`config.mk`:
```
export PLATFORM = sky130hd
export DESIGN_NAME = stat_pipe
export DESIGN_NICKNAME = d
export VERILOG_FILES = /design/src/rtl/stat_pkg.sv /design/src/rtl/stat_stage_reg.sv /design/src/rtl/stat_pipe.sv
export SDC_FILE = /design/constraint.sdc
export NUM_CORES = 1
export LEC_CHECK = 0
export ABC_AREA = 1
export BUFFER_PORTS_ARGS = -buffer_cell sky130_fd_sc_hd__buf_2
export CAP_MARGIN = 10
export CORE_ASPECT_RATIO = 0.8
export CORE_UTILIZATION = 38
export CTS_CLUSTER_SIZE = 40
export DETAILED_ROUTE_END_ITERATION = 10
export GPL_TIMING_DRIVEN = 0
export PLACE_DENSITY_LB_ADDON = 0.1
export SYNTH_ARGS = -nofsm -noshare
export SYNTH_HDL_FRONTEND = slang
export SYNTH_SLANG_ARGS = --single-unit
```
`constraint.sdc`:
```
create_clock -name clk -period 14.7 [get_ports clk]
set_clock_uncertainty 0.05 [all_clocks]
set_input_delay 2.205 -clock clk [delete_from_list [all_inputs] [get_ports clk]]
set_output_delay 2.205 -clock clk [all_outputs]
set_load 0.05 [all_outputs]
```
`src/rtl/stat_pkg.sv`:
```
`default_nettype none
// ============================================================================
//  Module      : stat_pkg
//  Description : Shared status codes, status type and fetch-time status
//                classification for the pipelined status tracker.
//  Revision    : 1.0  initial release
// ============================================================================
package stat_pkg;

    typedef logic [2:0] stat_t;

    // BUB marks an empty pipeline slot and never appears on the stat output.
    localparam stat_t STAT_BUB = 3'd0;
    localparam stat_t STAT_AOK = 3'd1;
    localparam stat_t STAT_HLT = 3'd2;
    localparam stat_t STAT_ADR = 3'd3;
    localparam stat_t STAT_INS = 3'd4;

    // An instruction-memory fault dominates an illegal icode, which in turn
    // dominates a halt.
    function automatic stat_t stat_classify(
        input logic [3:0] icode,
        input logic       instr_valid,
        input logic       imem_error
    );
        stat_t st;
        if (imem_error) begin
            st = STAT_ADR;
        end else if (!instr_valid) begin
            st = STAT_INS;
        end else if (icode == 4'h0) begin
            st = STAT_HLT;
        end else begin
            st = STAT_AOK;
        end
        return st;
    endfunction

endpackage
`default_nettype wire

```
`src/rtl/stat_stage_reg.sv`:
```
`default_nettype none
// ============================================================================
//  Module      : stat_stage_reg
//  Description : One pipeline register holding an instruction status and PC,
//                with freeze, bubble and stall control.
//  Revision    : 1.0  initial release
// ============================================================================
module stat_stage_reg
    import stat_pkg::*;
#(
    parameter int PC_W = 64
) (
    input  logic            clk,
    input  logic            rst,
    input  logic            i_freeze,
    input  logic            i_bubble,
    input  logic            i_stall,
    input  stat_t           i_d_stat,
    input  logic [PC_W-1:0] i_d_pc,
    output stat_t           o_stat,
    output logic [PC_W-1:0] o_pc
);

    stat_t           r_stat_q;
    stat_t           w_stat_d;
    logic [PC_W-1:0] r_pc_q;
    logic [PC_W-1:0] w_pc_d;

    // Freeze overrides everything; bubble overrides stall; otherwise load.
    always_comb begin
        w_stat_d = r_stat_q;
        w_pc_d   = r_pc_q;
        if (!i_freeze) begin
            if (i_bubble) begin
                w_stat_d = STAT_BUB;
                w_pc_d   = '0;
            end else if (!i_stall) begin
                w_stat_d = i_d_stat;
                w_pc_d   = i_d_pc;
            end
        end
    end

    // Register state; reset empties the slot.
    always_ff @(posedge clk or posedge rst) begin
        if (rst) begin
            r_stat_q <= STAT_BUB;
            r_pc_q   <= '0;
        end else begin
            r_stat_q <= w_stat_d;
            r_pc_q   <= w_pc_d;
        end
    end

    assign o_stat = r_stat_q;
    assign o_pc   = r_pc_q;

endmodule
`default_nettype wire

```
`src/rtl/stat_pipe.sv`:
```
`default_nettype none
// ============================================================================
//  Module      : stat_pipe
//  Description : Pipelined status tracker. Classifies fetched instructions,
//                carries status/PC down the pipe, merges data-memory faults at
//                M, commits a sticky status at W and runs cycle/retire counts.
//  Revision    : 1.0  initial release
// ============================================================================
module stat_pipe
    import stat_pkg::*;
#(
    parameter int STAGES = 5,   // 3..8, fetch included
    parameter int PC_W   = 64,
    parameter int CNT_W  = 32
) (
    input  logic              clk,
    input  logic              rst,
    input  logic [3:0]        f_icode,
    input  logic              f_instr_valid,
    input  logic              f_imem_error,
    input  logic [PC_W-1:0]   f_pc,
    input  logic [STAGES-2:0] stall,
    input  logic [STAGES-2:0] bubble,
    input  logic              m_dmem_error,
    output logic [2:0]        stat,
    output logic              halted,
    output logic              flush_younger,
    output logic [PC_W-1:0]   exc_pc,
    output logic [CNT_W-1:0]  cyc_cnt,
    output logic [CNT_W-1:0]  ret_cnt
);

    localparam int c_NREG  = STAGES - 1;
    localparam int c_M_IDX = STAGES - 3;
    localparam int c_W_IDX = STAGES - 2;

    stat_t           w_f_stat;
    stat_t           w_in_stat  [c_NREG];
    logic [PC_W-1:0] w_in_pc    [c_NREG];
    stat_t           w_reg_stat [c_NREG];
    logic [PC_W-1:0] w_reg_pc   [c_NREG];

    stat_t           r_stat_q;
    stat_t           w_stat_d;
    logic [PC_W-1:0] r_exc_pc_q;
    logic [PC_W-1:0] w_exc_pc_d;
    logic [CNT_W-1:0] r_cyc_cnt_q;
    logic [CNT_W-1:0] w_cyc_cnt_d;
    logic [CNT_W-1:0] r_ret_cnt_q;
    logic [CNT_W-1:0] w_ret_cnt_d;

    logic w_halted;
    logic w_m_fault;
    logic w_w_fault;
    logic w_m_dmem_hit;

    assign w_f_stat = stat_classify(f_icode, f_instr_valid, f_imem_error);

    assign w_halted     = (r_stat_q != STAT_AOK);
    assign w_m_fault    = (w_reg_stat[c_M_IDX] == STAT_HLT) ||
                          (w_reg_stat[c_M_IDX] == STAT_ADR) ||
                          (w_reg_stat[c_M_IDX] == STAT_INS);
    assign w_w_fault    = (w_reg_stat[c_W_IDX] == STAT_HLT) ||
                          (w_reg_stat[c_W_IDX] == STAT_ADR) ||
                          (w_reg_stat[c_W_IDX] == STAT_INS);
    // A data-memory fault only matters for a live, so-far-healthy M slot.
    assign w_m_dmem_hit = m_dmem_error && (w_reg_stat[c_M_IDX] == STAT_AOK);

    // Next-register inputs: fetch feeds D, each register feeds the next, and
    // the M->W hop picks up a data-memory fault as ADR.
    always_comb begin
        w_in_stat[0] = w_f_stat;
        w_in_pc[0]   = f_pc;
        for (int i = 1; i < c_NREG; i++) begin
            w_in_stat[i] = w_reg_stat[i-1];
            w_in_pc[i]   = w_reg_pc[i-1];
        end
        if (w_m_dmem_hit) begin
            w_in_stat[c_W_IDX] = STAT_ADR;
        end
    end

    for (genvar gi = 0; gi < c_NREG; gi++) begin : g_stage
        stat_stage_reg #(
            .PC_W (PC_W)
        ) u_reg (
            .clk      (clk),
            .rst      (rst),
            .i_freeze (w_halted),
            .i_bubble (bubble[gi]),
            .i_stall  (stall[gi]),
            .i_d_stat (w_in_stat[gi]),
            .i_d_pc   (w_in_pc[gi]),
            .o_stat   (w_reg_stat[gi]),
            .o_pc     (w_reg_pc[gi])
        );
    end

    // Commit at W: first fault latches stat/PC (then halted freezes them),
    // healthy instructions retire, and the cycle counter runs until halt.
    always_comb begin
        w_stat_d    = r_stat_q;
        w_exc_pc_d  = r_exc_pc_q;
        w_cyc_cnt_d = r_cyc_cnt_q;
        w_ret_cnt_d = r_ret_cnt_q;
        if (!w_halted) begin
            w_cyc_cnt_d = r_cyc_cnt_q + CNT_W'(1);
            if (w_w_fault) begin
                w_stat_d   = w_reg_stat[c_W_IDX];
                w_exc_pc_d = w_reg_pc[c_W_IDX];
            end else if (w_reg_stat[c_W_IDX] == STAT_AOK) begin
                w_ret_cnt_d = r_ret_cnt_q + CNT_W'(1);
            end
        end
    end

    // Architectural status and counter registers.
    always_ff @(posedge clk or posedge rst) begin
        if (rst) begin
            r_stat_q    <= STAT_AOK;
            r_exc_pc_q  <= '0;
            r_cyc_cnt_q <= '0;
            r_ret_cnt_q <= '0;
        end else begin
            r_stat_q    <= w_stat_d;
            r_exc_pc_q  <= w_exc_pc_d;
            r_cyc_cnt_q <= w_cyc_cnt_d;
            r_ret_cnt_q <= w_ret_cnt_d;
        end
    end

    assign stat          = r_stat_q;
    assign halted        = w_halted;
    assign flush_younger = w_m_fault || w_w_fault || w_m_dmem_hit;
    assign exc_pc        = r_exc_pc_q;
    assign cyc_cnt       = r_cyc_cnt_q;
    assign ret_cnt       = r_ret_cnt_q;

endmodule
`default_nettype wire

```
# Word level (Yosys, flattened, before mapping)
# Cells that the tools add are included.
# Widths: inputs -> output; s select.
# op_classes
addsub	2
multipliers	0
n_div	0
order_cmp	0
n_eq_ne	13
n_shift	0
mux	20
n_bitwise	2
n_reduce_logical	14
# ops
cell	n
$mux 64	8
$add 32x1->32 const B	2
$mux 3	11
$eq 3x2->1 const B	4
$reduce_and 2->1	5
$ne 2x1->1 const B	4
$eq 3x1->1 const B	2
$eq 3x3->1 const B	2
$logic_or 1x1->1	6
$logic_not 4->1	1
$ne 3x1->1 const B	1
$reduce_and 3->1	1
$mux 2	1
$not 1->1	2
$logic_and 1x1->1	1
# word_totals
regBits	399
latchBits	0
ram_bits	0
rom_bits	0
input_bits	81
out_inout_bits	133
word_cells	63
n_memories	0

# Logic depth before layout (Yosys ltp)
# Gate-level depths: netlist of run 1.
# depth
word_depth	6
ltp_mapped	9
mapped_depth_nobuf	8

# Hierarchy
# A second synthesis of run 1 with hierarchy kept.
# hier_totals
hier_cells	2522
hier_area_um2	19055.8
# modules_own_cells
module	n_inst	cells_per_inst	area_each_um2
stat_stage_reg	4	436	3225.6
stat_pipe	1	778	6153.4

# Worst setup path after synthesis of run 1
# No wires, ideal clock.
# synth_path
kind	in2out
from	in m_dmem_error
to	out flush_younger
arrival_time_ns	2.679
t_required_ns	12.445
slack_ns	9.766
path_stages	3
path_buffers	0
path_cell_list	nand2_1 > nand3_1 > a21o_1
# synth_via
elab_chain_len	2
# synth_rtl
item	line_no	source
from (decl)	stat_pipe.sv:24	input logic m_dmem_error,
$logic_and 1x1->1	stat_pipe.sv:67	assign w_m_dmem_hit = m_dmem_error && (w_reg_stat[c_M_IDX] == STAT_AOK);
$logic_or 1x1->1	stat_pipe.sv:134	assign flush_younger = w_m_fault || w_w_fault || w_m_dmem_hit;
to (decl)	stat_pipe.sv:27	output logic flush_younger,
# Every way passes these cells.

# Worst setup path in the final report of run 1
# Same ends and word-level chain as after synthesis.

==> flow_metrics.env, run 1 <==
export IMPL_status="completed"
export IMPL_die_h_um=189
export IMPL_die_area_mm2=0.0446
export IMPL_worstPathArrival_ns=2.86
export IMPL_yosysUniqueCellTypes=34
export IMPL_vias=12714
export IMPL_ys_ff_latch=399
export IMPL_clock_path_buffers=3
export IMPL_drt_initial_drc_count=827
export IMPL_dpl_cell_count=2591
export IMPL_max_slew_margin_pct=40.5
export IMPL_finalSetupViolCount=0
export IMPL_postRouteAntennaNets=0
export IMPL_tightest_slew_ns=0.893
export IMPL_cts_root_buf="clkbuf_16"
export IMPL_ios=214
export IMPL_crit_path_end_kind="primary output"
export IMPL_initial_core_util_pct=38.5
export IMPL_power_uw=2350
export IMPL_slowest_stage="a21o_1"
export IMPL_syn_area_per_cell_um2=9.16
export IMPL_clk_pin_slew_worst_paths_ns=0.06
export IMPL_insertion_delay_ns=0.54
export IMPL_grt_max_degree=129
export IMPL_layout_area_overhead_vs_synth_pct=19.7
export IMPL_wl_per_cell_um=15.6
export IMPL_timing_critical_path_buf_inv=2
export IMPL_die_width_um=236
export IMPL_gr_usage_all_layers_pct=19.3
export IMPL_crit_top_cell="buf_2"
export IMPL_whs_ns=0.427
export IMPL_hold_class="reg -> reg"
export IMPL_gp_congestion=0.818
export IMPL_finalHoldViolCount=0
export IMPL_async_reset_ff_share_pct=100
export IMPL_vias_per_cell=4.77
export IMPL_drc=0
export IMPL_first_pass_iters=5
export IMPL_reg2regPathDepth=5
export IMPL_synth_area_mm2=0.0166
export IMPL_final_cell_area_mm2=0.0199
export IMPL_synth_net_count=1898
export IMPL_postCtsSetupBuffers=0
export IMPL_ctsHoldBuffers=0
export IMPL_core_area_mm2=0.0431
export IMPL_synth_area_leader_cell="dfrtp_1"
export IMPL_yosysTopAreaCellShare_pct=59.9
export IMPL_seq_area_mm2=0.00999
export IMPL_final_fill_count=4242
export IMPL_synth_edf_count=0
export IMPL_ys_dominant_reg_cell="dfrtp_1"
export IMPL_numCtsBuffers=43
export IMPL_max_freq_mhz=195
export IMPL_path_max_fanout=2
export IMPL_fin_util_pct=46.1
export IMPL_diodes=0
export IMPL_grt_pass1_vias=12482
export IMPL_yosysMostFrequentCell="dfrtp_1"
export IMPL_slowest_delay_ns=0.22
export IMPL_cap_violations=0
export IMPL_drive_above_1_share_pct=16.9
export IMPL_critPathKind="in -> out"
export IMPL_wl_um=41700
export IMPL_nets=2159
export IMPL_synthTopCellsByArea="dfrtp_1 (60%), nand2_1 (8.9%), nand3_1 (7.0%)"
export IMPL_p_per_area_mw_per_mm2=118
export IMPL_postPlaceCellArea_mm2=0.0185
export IMPL_cts_sinks=399
export IMPL_p_leak_uw=0.00999
export IMPL_cts_tree="yes"
export IMPL_min_path_cells=2
export IMPL_ir_drop_mv=0.0843
export IMPL_synth_commonest_cells="dfrtp_1 (398), nand2_1 (396), inv_1 (257)"
export IMPL_io_buffers=213
export IMPL_netlist_instances=1815
export IMPL_cp_data_required_time_ns=12.44
export IMPL_multi_input_area_mm2=0.00515
export IMPL_rsz0062_at_grt="false"
export IMPL_yosysSeqAreaShare_pct=60.1
export IMPL_cts_resized=0
export IMPL_drv_slew=0
export IMPL_cp_num_cells=5
export IMPL_grt_overflow_total=0
export IMPL_dp_hpwl_um=29400
export IMPL_antenna_found_initial=1
export IMPL_cpLargestDelayFamily="buffers and inverters"
export IMPL_cp_start_kind="primary input"
export IMPL_min_period_ns=5.12
export IMPL_rows=68
export IMPL_ys_warn_count=0
export IMPL_grt_pass1_wl_um=68300
export IMPL_stdcell_count=2666
export IMPL_cts_htree_levels=2
export IMPL_cp_cell_sequence="buf_2 -> nand2_1 -> nand3_1 -> a21o_1 -> buf_2"
export IMPL_min_period_over_period_pct=34.8
-- worst paths after layout --
kind | start | end | slack, ns
max | m_dmem_error | flush_younger | 9.58
min | g_stage[0].u_reg.o_pc[0]$_DFFE_PP0P_ | g_stage[0].u_reg.o_pc[0]$_DFFE_PP0P_ | 0.43
max reg2reg | stat[0]$_DFFE_PP1P_ | g_stage[3].u_reg.o_pc[9]$_DFFE_PP0P_ | 12.59
min reg2reg | g_stage[0].u_reg.o_pc[0]$_DFFE_PP0P_ | g_stage[0].u_reg.o_pc[0]$_DFFE_PP0P_ | 0.43
max in group asynchronous | rst | g_stage[0].u_reg.o_pc[35]$_DFFE_PP0P_ | 12.11
min in group asynchronous | rst | ret_cnt[6]$_DFFE_PP0P_ | 1.58
-- tightest hold or removal path, stage by stage, from the launching register on --
cell and delay, ns:
dfrtp_1 0.34, nand2_1 0.05, nand2_1 0.05
-- per-layer routing --
metal | wire length (µm) | global-route usage [%] | vias to the layer above
met2 | 19200 | 30.6 | 245
met4 | 656 | 4.20 | 0
met1 | 20100 | 27.8 | 6045
met5 | 0 | 0 | -
met3 | 1640 | 2.90 | 43
li1 | - | - | 6381
-- cell families (layout without fill, tap and decap cells) --
| kind of cell | after synthesis | after routing | synth area share [%] |
|---|---|---|---|
| AOI/OAI and AO/OA | 285 | 285 | 9.43 |
| DFF | 399 | 399 | 60.1 |
| buffers and inverters | 351 | 642 | 8.95 |
| adders and majority gates | 2 | 2 | 0.151 |
| xor gates and xnor gates | 21 | 21 | 1.11 |
| and+or+nand+nor | 757 | 757 | 20.3 |
-- layout make-up --
| cell class | instances | area share, % |
|---|---|---|
| buffer | 93 | 2.61 |
| clock buffer | 61 | 6.25 |
| clock inverter | 14 | 0.899 |
| inverter | 258 | 4.90 |
| multi-input combinational | 1065 | 25.9 |
| sequential | 399 | 50.2 |
| tap | 560 | 3.52 |
| timing repair buffer | 216 | 5.77 |
-- sequential cells by signal (all words and copies together), names as in the netlist --
signal                flops
exc_pc                   64
ret_cnt                  32
g_stage.u_reg.o_pc      256
cyc_cnt                  32
stat                      3
g_stage.u_reg.o_stat     12
-- per-stage QoR --
stage / setup slack (ns) / setup TNS, ns
after global placement: -3.31 / -1296.36
after global routing: 9.55 / 0
final: 9.58 / 0
after CTS: 9.57 / 0
after detailed placement: 9.57 / 0
after floorplan: 1.35 / 0
-- power by group --
| part | switching [µW] | internal [µW] |
|---|---|---|
| registers | 16.4 | 1140 |
| logic | 66.9 | 33.7 |
| clock network | 434 | 657 |
| total | 518 | 1830 |
-- layout by cell type, fill, tap and decap left out, drive strengths merged --
cell	Yosys	layout
buf	46	262
a31oi	1	1
xnor2	8	8
a21oi	6	6
bufinv	0	4
inv	258	259
and2	1	1
nor3	2	2
o21ai	210	210
nand3b	24	24
dfstp	1	1
o22ai	67	67
nand4	10	10
nor2	86	86
clkinv	0	7
a21o	1	1
clkinvlp	0	2
clkbuf	47	108
nand3	234	234
dfrtp	398	398
nand2	400	400
xor2	13	13
ha	2	2
(Power assumes the default switching activity.)
==> run 2, diff against run 1 <==
==> constraint.sdc (replaced) <==
create_clock -name clk -period 4.3 [get_ports clk]
set_clock_uncertainty 0.05 [all_clocks]
set_input_delay 0.645 -clock clk [delete_from_list [all_inputs] [get_ports clk]]
set_output_delay 0.645 -clock clk [all_outputs]
set_load 0.05 [all_outputs]
==> run 2 against run 1 <==
Net effect: first-iteration DRC count fell by 10%; critical path depth did not move; utilization rose by 0.37 points; clock power rose to 3.5 times the previous value; worst hold slack got worse by 0.32 ns; sequential power rose to 3.4 times the previous value; setup slack got worse by 7.8 ns; critical endpoint unchanged.
==> flow_metrics.env, run 2 (synthesis gave the netlist of run 1 again) <==
export IMPL_status="completed"
export IMPL_gp_congestion=0.820
export IMPL_fin_util_pct=46.5
export IMPL_dp_hpwl_um=30000
export IMPL_die_h_um=189
export IMPL_final_cell_mix="dfrtp_1 (398), nand2_1 (396), inv_1 (256), nand3_1 (232), buf_2 (229)"
export IMPL_dp_slack_ns=1.86
export IMPL_hold_class="in -> async"
export IMPL_drc=0
export IMPL_max_slew_margin_pct=40.7
export IMPL_p_per_area_mw_per_mm2=406
export IMPL_postRouteAntennaNets=0
export IMPL_final_common_cell="dfrtp_1"
export IMPL_postCtsSetupBuffers=0
export IMPL_wl_um=41700
export IMPL_largest_register_ffs=256
export IMPL_numCtsBuffers=43
export IMPL_antenna_found_initial=1
export IMPL_nets=2166
export IMPL_cts_tree="yes"
export IMPL_drt_initial_drc_count=743
export IMPL_core_area_mm2=0.0431
export IMPL_path_max_fanout=4
export IMPL_cts_root_buf="clkbuf_16"
export IMPL_wl_per_cell_um=15.6
export IMPL_cp_data_required_time_ns=3.61
export IMPL_final_setup_worst_slack_ns=1.74
export IMPL_cts_sinks=399
export IMPL_finalHoldViolCount=0
export IMPL_clk_pin_slew_worst_paths_ns=0.06
export IMPL_die_width_um=236
export IMPL_max_freq_mhz=391
export IMPL_gr_usage_all_layers_pct=19.3
export IMPL_whs_ns=0.103
export IMPL_cts_resized=0
export IMPL_worstPathArrival_ns=1.86
export IMPL_cts_htree_levels=2
export IMPL_critPathKind="reg -> out"
export IMPL_layout_area_overhead_vs_synth_pct=20.7
export IMPL_ctsHoldBuffers=0
export IMPL_min_period_ns=2.56
export IMPL_diodes=0
export IMPL_slowest_delay_ns=0.39
export IMPL_slowest_stage="dfrtp_1"
export IMPL_tightest_slew_ns=0.890
export IMPL_p_leak_uw=0.0101
export IMPL_cp_start_kind="flip-flop"
export IMPL_vias=12727
export IMPL_rows=68
export IMPL_rrSetupSlack_ns=2.25
export IMPL_grt_max_degree=44
export IMPL_grt_pass1_wl_um=68800
export IMPL_first_pass_iters=5
export IMPL_die_area_mm2=0.0446
export IMPL_finalSetupViolCount=0
export IMPL_drive_above_1_share_pct=17.2
export IMPL_io_buffers=213
export IMPL_drv_slew=0
export IMPL_vias_per_cell=4.76
export IMPL_ir_drop_mv=0.285
export IMPL_cap_violations=0
export IMPL_cp_cell_sequence="inv_1 -> nand2_1 -> a21oi_1 -> a21o_1 -> buf_2"
export IMPL_crit_path_end_kind="primary output"
export IMPL_clock_path_buffers=3
export IMPL_grt_pass1_vias=12727
export IMPL_grt_overflow_total=0
export IMPL_rsz0062_at_grt="false"
export IMPL_ios=214
export IMPL_insertion_delay_ns=0.56
export IMPL_min_period_over_period_pct=59.5
export IMPL_initial_core_util_pct=38.5
-- run 2: cell types whose count changed in the layout (fill, tap and decap cells not counted) --
cell | previous run | this run
buf_12 | 0 | 10
clkinv_2 | 7 | 2
buf_16 | 3 | 0
clkbuf_8 | 10 | 13
inv_6 | 1 | 4
clkbuf_1 | 55 | 56
clkinv_4 | 0 | 1
inv_8 | 1 | 0
-- run 2: final timing paths --
kind,start,endpoint,cells after the start
worst min-delay path,rst,cyc_cnt[4]$_DFFE_PP0P_,2
max in group asynchronous,rst,g_stage[0].u_reg.o_pc[41]$_DFFE_PP0P_,6
worst min register to register,g_stage[0].u_reg.o_stat[1]$_DFFE_PP0P_,g_stage[0].u_reg.o_stat[1]$_DFFE_PP0P_,2
worst max register to register,stat[0]$_DFFE_PP1P_,g_stage[2].u_reg.o_pc[49]$_DFFE_PP0P_,6
min in group clk,f_pc[4],g_stage[0].u_reg.o_pc[4]$_DFFE_PP0P_,3
worst max-delay path,g_stage[3].u_reg.o_stat[1]$_DFFE_PP0P_,flush_younger,5
-- run 2: cell type report --
type,count,area [µm²]
Clock inverter,12,181
Clock buffer,65,1290
Buffer,93,519
Sequential cell,399,9990
Timing Repair Buffer,223,1270
Inverter,258,972
Fill cell,4224,23100
Multi-Input combinational cell,1065,5150
Tap cell,560,701
-- run 2: per-stage QoR --
stage	cell area (µm²)	instances	TNS, ns	power, µW
CTS	20100	2675	0	8270
floorplan	16600	1815	-703.14	4250
finish	20100	2675	0	8140
global route	20100	2675	0	8470
global placement	18400	2588	-1658.80	4360
detailed placement	18600	2598	0	4390
-- run 2: metal layers --
| layer | global-route usage [%] | wire length, µm | vias up |
|---|---|---|---|
| met3 | 3.11 | 1590 | 70 |
| met5 | 0 | 0 | - |
| met2 | 31.1 | 19100 | 228 |
| met4 | 5.66 | 1060 | 0 |
| li1 | - | - | 6385 |
| met1 | 26.9 | 20000 | 6044 |
-- run 2: power breakdown --
part	internal [µW]	switching, µW
Clock	2310	1510
Combinational	126	228
Sequential	3900	55.9
-- run 2: critical path: cells and delay by family (launching register included) --
kind / cells / cell delay (ns)
compound gates: 2 / 0.46
simple gates: 1 / 0.07
flops: 1 / 0.39
buf+inv: 2 / 0.41
